`config.mk`:
```
export PLATFORM = sky130hd
export DESIGN_NAME = mul16_seq
export DESIGN_NICKNAME = d
export VERILOG_FILES = /design/src/rtl/mul16_seq.sv
export SDC_FILE = /design/constraint.sdc
export NUM_CORES = 1
export LEC_CHECK = 0
export BUFFER_PORTS_ARGS = -buffer_cell sky130_fd_sc_hd__clkbuf_2
export CAP_MARGIN = 20
export CORE_MARGIN = 4
export CORE_UTILIZATION = 55
export DETAILED_ROUTE_END_ITERATION = 16
export GPL_ROUTABILITY_DRIVEN = 1
export HOLD_SLACK_MARGIN = 0.03
export PLACE_DENSITY = 0.78
export SETUP_SLACK_MARGIN = 0.1
export SLEW_MARGIN = 25
export SYNTH_ARGS = -nofsm -noshare
export SYNTH_HDL_FRONTEND = slang
export SYNTH_SLANG_ARGS = --single-unit
```
`constraint.sdc`:
```
create_clock -name clk -period 3.6 [get_ports clk]
set_clock_uncertainty 0.15 [all_clocks]
set_input_delay 0.36 -clock clk [delete_from_list [all_inputs] [get_ports clk]]
set_output_delay 0.36 -clock clk [all_outputs]
set_load 0.05 [all_outputs]
```
`src/rtl/mul16_seq.sv`:
```
// rtl/mul16_seq.sv - sequential 16x16 shift-and-add multiplier (low 16 product bits)
// add16 is the library adder; mul16_seq owns the single instance used for accumulation.

module add16 (
  output logic [15:0] sum,
  input  logic [15:0] a,
  input  logic [15:0] b
);
  assign sum = a + b;
endmodule

module mul16_seq (
  input  logic        clk,
  input  logic        rst_n,
  input  logic        start,
  input  logic [15:0] a,
  input  logic [15:0] b,
  output logic        busy,
  output logic        done,
  output logic [15:0] product
);
  typedef enum logic [1:0] {
    S_IDLE = 2'd0,
    S_RUN  = 2'd1,
    S_DONE = 2'd2
  } state_t;

  state_t      state_q, state_d;
  logic [15:0] mcand_q, mcand_d;
  logic [15:0] mplier_q, mplier_d;
  logic [15:0] acc_q, acc_d;
  logic [4:0]  cnt_q, cnt_d;
  logic [15:0] product_q, product_d;
  logic [15:0] sum;

  // Carry out of bit 15 is dropped on purpose: the result is taken mod 2^16.
  add16 u_add16 (
    .sum (sum),
    .a   (acc_q),
    .b   (mcand_q)
  );

  always_comb begin
    state_d   = state_q;
    mcand_d   = mcand_q;
    mplier_d  = mplier_q;
    acc_d     = acc_q;
    cnt_d     = cnt_q;
    product_d = product_q;
    case (state_q)
      S_IDLE, S_DONE: begin
        if (start) begin
          mcand_d  = a;
          mplier_d = b;
          acc_d    = 16'h0000;
          cnt_d    = 5'd0;
          state_d  = S_RUN;
        end else begin
          state_d  = S_IDLE;
        end
      end
      S_RUN: begin
        if (mplier_q[0]) begin
          acc_d = sum;
        end
        mcand_d  = {mcand_q[14:0], 1'b0};
        mplier_d = {1'b0, mplier_q[15:1]};
        cnt_d    = cnt_q + 5'd1;
        // All 16 iterations always run; no early exit when the multiplier empties.
        if (cnt_q == 5'd15) begin
          product_d = mplier_q[0] ? sum : acc_q;
          state_d   = S_DONE;
        end
      end
      default: state_d = S_IDLE;
    endcase
  end

  always_ff @(posedge clk or negedge rst_n) begin
    if (!rst_n) begin
      state_q   <= S_IDLE;
      mcand_q   <= 16'h0000;
      mplier_q  <= 16'h0000;
      acc_q     <= 16'h0000;
      cnt_q     <= 5'd0;
      product_q <= 16'h0000;
    end else begin
      state_q   <= state_d;
      mcand_q   <= mcand_d;
      mplier_q  <= mplier_d;
      acc_q     <= acc_d;
      cnt_q     <= cnt_d;
      product_q <= product_d;
    end
  end

  assign busy    = (state_q == S_RUN);
  assign done    = (state_q == S_DONE);
  assign product = product_q;
endmodule

```
# == Yosys cells after proc, flatten, opt, wreduce, memory -nomap -nowiden ==
# Index checks and enable logic that the tools add are counted.
# totals
ff_bits,71
latch_bits,0
ram_bits,0
romBits,0
inputBits,35
output_inout_bits,18
word_cells,30
memories,0
# classes
addsub,2
multipliers,0
n_div,0
magnitude_cmp,0
eq_ne,5
n_shift,0
n_mux,12
n_bitwise,0
n_reduce_logical,5
# op_table
operator,count
16-bit one-hot mux with 2 select lines,3
16-bit two-way mux,4
16-bit adder,1
5-bit one-hot mux with 2 select lines,1
5-bit by 1-bit adder with 5-bit output (second input constant),1
5-bit by 4-bit == test with 1-bit output (second input constant),1
5-bit two-way mux,1
2-bit one-hot mux with 2 select lines,1
2-bit AND reduction,2
2-bit by 1-bit == test with 1-bit output (second input constant),1
2-bit == test (second input constant),1
2-bit zero test,1
2-bit two-way mux,1
2-bit by 1-bit != test with 1-bit output (second input constant),1
2-bit != test (second input constant),1
2-bit nonzero test,1
2-bit OR reduction,1
1-bit two-way mux,1

# == Depth between registers and ports, before layout ==
# logic_depth
word_depth,4
mapped_depth,9
ltp_nobuf,9

# == Cells and area by module ==
# A second synthesis with hierarchy kept.
# unflattened
hier_cells,415
area_unflattened_um2,3942.5
# modules_own_cells
mod,n_inst,cells_each,area_each_um2,seq_area_each_um2
mul16_seq,1,308,3089.2,1776.7
add16,1,107,853.3,0.0

# == Worst setup path before layout ==
# Ideal clock, no wire load.
# synth_timing
path_kind,flip-flop to flip-flop
from,register mcand_q[0]
to,register acc_q[14]
setup_time_ns,0.136
arrival_ns,2.174
t_required_ns,3.314
slack_ns,1.140
stages_incl_launch_ff,10
path_buffers,0
period_less_slack_ns,2.460
path_cell_list,dfrtp_1 ha_1 fa_1 a21oi_1 o21ai_0 a21oi_1 o21ai_1 a221oi_2 xor2_1 o21ai_0
# synth_between
elab_chain_len,3
# synth_rtl
element,line_no,text
"start, declared",29,"logic [15:0] mcand_q, mcand_d;"
"start signal, assigned",89,mcand_q <= mcand_d;
16-bit adder,9,assign sum = a + b;
16-bit two-way mux,63,if (mplier_q[0]) begin
16-bit one-hot mux with 2 select lines,50,case (state_q)
"end signal, assigned",84,acc_q <= 16'h0000;
"end signal, assigned",91,acc_q <= acc_d;
"end, declared",31,"logic [15:0] acc_q, acc_d;"
# No other way between the ends.
# A chain may end at the register's enable or synchronous reset.

# == Worst setup path after layout ==
# Ends and elaborated chain as after synthesis.

==> reports/metrics.csv <==
metric,value,unit
"Slowest-stage cell, CP",fa_1,
setup ws final,0.773,ns
pre-CTS setup slack,0.869,ns
total global-route track usage,0.218,
r2r setup slk,0.77,ns
DIE WIDTH,89.8,um
number of cells on the worst reg-to-reg path,9,
first-pass GRT wire length,14300,um
Post-Syn Area,3680,um2
Post-CTS Hold Buffers,1,
worst rel slew slack,0.569,
drt initial violations,182,
grt ovf,0,
num rows,29,
area of the core,6420,um2
fin. max-slew vios,0,
startpoint type of the worst setup path,flip-flop,
Synth top area share,0.482,
Synth area leaders,"dfrtp_1 (48%), nand2_1 (9.5%), a22oi_1 (6.1%)",
worst hold start,a[12],
status,completed,
die height,89.8,um
post-layout minimum cycle time,2.83,ns
port bufs,52,
Total Routed Length,8180,um
# diodes,0,
CP max stage delay,0.41,ns
worst path required time,3.65,ns
P per Cell Area,1010,nW/um2
library cells used by synthesis,44,
Clock Tree Buf Depth,2,
CTS Buf Count,9,
HPWL after detailed placement,5840,um
GPL Wtd Cong,0.883,
clock power share,0.128,
post-route setup TNS,0,ns
share of cells above drive strength 1,0.178,
Arrival @ worst endpoint,2.88,ns
WHS Path Cells,3,
vias,3001,
combinational share of power,0.532,
"area leader, netlist",dfrtp_1,
CP Cell Sequence,ha_1 -> fa_1 -> a21oi_1 -> o21ai_0 -> a21oi_1 -> o21ai_1 -> a221oi_2 -> xor2_1 -> o21ai_0,
Cell Int Power,2.21,mW
syn nets,453,
CTS tree,done,
worst hold path class,in2reg,
Setup Buffers After CTS,0,
VDD IR-drop max,0.459,mV
Critical R2R Launch,mcand_q[0],
initial antenna violation count,0,
RSZ-0062 raised after global routing,false,
First-pass DRT Iterations,4,
clock root cell,clkbuf_8,
I/O pins,53,
CP endpoint kind,flip-flop,
Slew @ Worst Pin,0.647,ns
Fmax,354,MHz
Final Hold Viols,0,
CTS sink cnt,71,
DRC Markers,0,
Worst R2R End,acc_q[14],
switching pwr,2.02,mW
Static Leakage,2.13,nW
FILL cells,543,
Worst-Skew Late Latency,0.35,ns
area growth from synthesis to layout,13.8,%
DRT antenna net count,0,
vias in the first global route,2932,
Avg WL per Cell,15.4,um
Crit Path Max Fanout,4,
Syn Area/Cell,9.21,um2
CTS resizes,0,
final setup fails,0,
yosys warns,0,
Sw Ratio,0.477,
starting density of the core,0.574,
die area,8070,um2
sequential power share,0.340,
Post-Syn Instances,400,
kind of critical path,reg2reg,
Vias/cell,5.65,
# H-tree levels,3,
Max-Cap Viols,0,
#FFs+latches synth,71,
Clock transition at path regs,0.07,ns
fin crit share,0.785,
layout net count,502,
largest net degree at the start of global routing,72,
Hold EP,mcand_q[12],
sequential fraction of the synthesis area,0.482,
## metrics by stage
stage | util | hold WS (ns) | instance area [um2] | total power, mW | instances
after global placement | 0.627 | 0.262 | 4030 | 3.63 | 514
after CTS | 0.653 | 0.0642 | 4190 | 4.24 | 531
after floorplan | - | -0.0856 | 3680 | 3.13 | 400
final | 0.653 | 0.0749 | 4190 | 4.24 | 531
after global routing | 0.653 | 0.0766 | 4190 | 4.60 | 531
after detailed placement | 0.627 | 0.265 | 4030 | 3.70 | 514
## area by class of cell
cell class / count / area [um2] / share of cell area
Clock buffer: 11 / 131 / 0.0313
Clock inverter: 5 / 25.0 / 0.00597
Multi-Input combinational cell: 295 / 1780 / 0.425
Timing Repair Buffer: 60 / 335 / 0.0800
Inverter: 12 / 45.0 / 0.0107
Tap cell: 77 / 96.3 / 0.0230
Sequential cell: 71 / 1780 / 0.424
## power by group through the flow
| stage | Combinational [mW] | Sequential (mW) | Clock [mW] |
|---|---|---|---|
| 3_5_place_dp | 2.24 | 1.45 | 0 |
| 4_1_cts | 2.26 | 1.44 | 0.546 |
| 2_1_floorplan | 1.49 | 1.65 | 0 |
| 6_report | 2.25 | 1.44 | 0.541 |
| 3_3_place_gp | 2.19 | 1.43 | 0 |
| 5_1_grt | 2.52 | 1.49 | 0.591 |
## worst max-delay path, delay by kind of cell (launching register included)
kind                     cells  cell delay (ns)
flip-flops                   1             0.40
XOR/XNOR                     1             0.18
AO/OA/AOI/OAI                6             1.31
adder cells (fa/ha/maj)      2             0.64
## cells by family (layout without fill, tap and decap cells)
kind of cell,after synthesis,in the layout,synth area share
buffers and inverters,34,88,0.0350
xor gates and xnor gates,15,15,0.0357
AOI/OAI and AO/OA,107,107,0.189
adders and majority gates,18,18,0.0632
muxes,7,7,0.0204
and+or+nand+nor,148,148,0.174
DFF,71,71,0.482
## flip-flops by register name, summed over array words and instances (netlist names)
register,flops
mplier_q,16
mcand_q,16
product,16
cnt_q,5
state_q,2
acc_q,16
## Yosys cell counts (all sizes together)
cell type	count
or3	1
o21bai	2
o21ai	34
xor2	7
o31ai	1
dfrtp	71
nor2b	3
mux2i	6
a31oi	2
or2	1
and4	1
xnor2	8
a21o	3
nand2	93
nor2	11
or4	1
o211ai	2
and3	8
a211o	1
inv	12
a21oi	20
nor3	2
o21a	2
o311ai	1
a221oi	1
nand2b	2
a22o	3
ha	17
nand3b	1
o2111ai	1
a22oi	30
mux2	1
a211oi	1
buf	2
nand4	3
o22a	1
fa	1
o221ai	1
a31o	1
clkbuf	20
nand3	21
## layer usage
metal,vias to the layer above,global-route usage,part of all wire
li1,1504,-,-
met1,1405,0.325,0.49
met2,88,0.311,0.43
met3,4,0.0601,0.068
met4,0,0.0651,0.0050
met5,-,0,0
## cells in the final DEF (no fill, tap or decap), drive strengths merged, types with 2 or more instances in the layout
cell	count
a22o	3
nand2	93
o21ai	34
o21bai	2
nand3	21
dfrtp	71
buf	8
o211ai	2
clkbuf	62
o21a	2
a31oi	2
nand4	3
and3	8
nor2b	3
nor3	2
a22oi	30
ha	17
a21oi	20
xnor2	8
inv	12
nand2b	2
xor2	7
a21o	3
clkinv	5
mux2i	6
nor2	11
## how the worst max path moves through the flow
stage	startpoint	to	slack, ns	depth (start not counted)
2_1_floorplan	mcand_q[0]	acc_q[14]	1.14	9
3_5_place_dp	mcand_q[0]	acc_q[14]	0.87	9
3_3_place_gp	mcand_q[0]	acc_q[14]	0.92	9
4_1_cts	mcand_q[0]	acc_q[14]	0.81	9
5_1_grt	mcand_q[0]	acc_q[14]	0.55	9
6_report	mcand_q[0]	acc_q[14]	0.77	9
(Power assumes the default switching activity.)
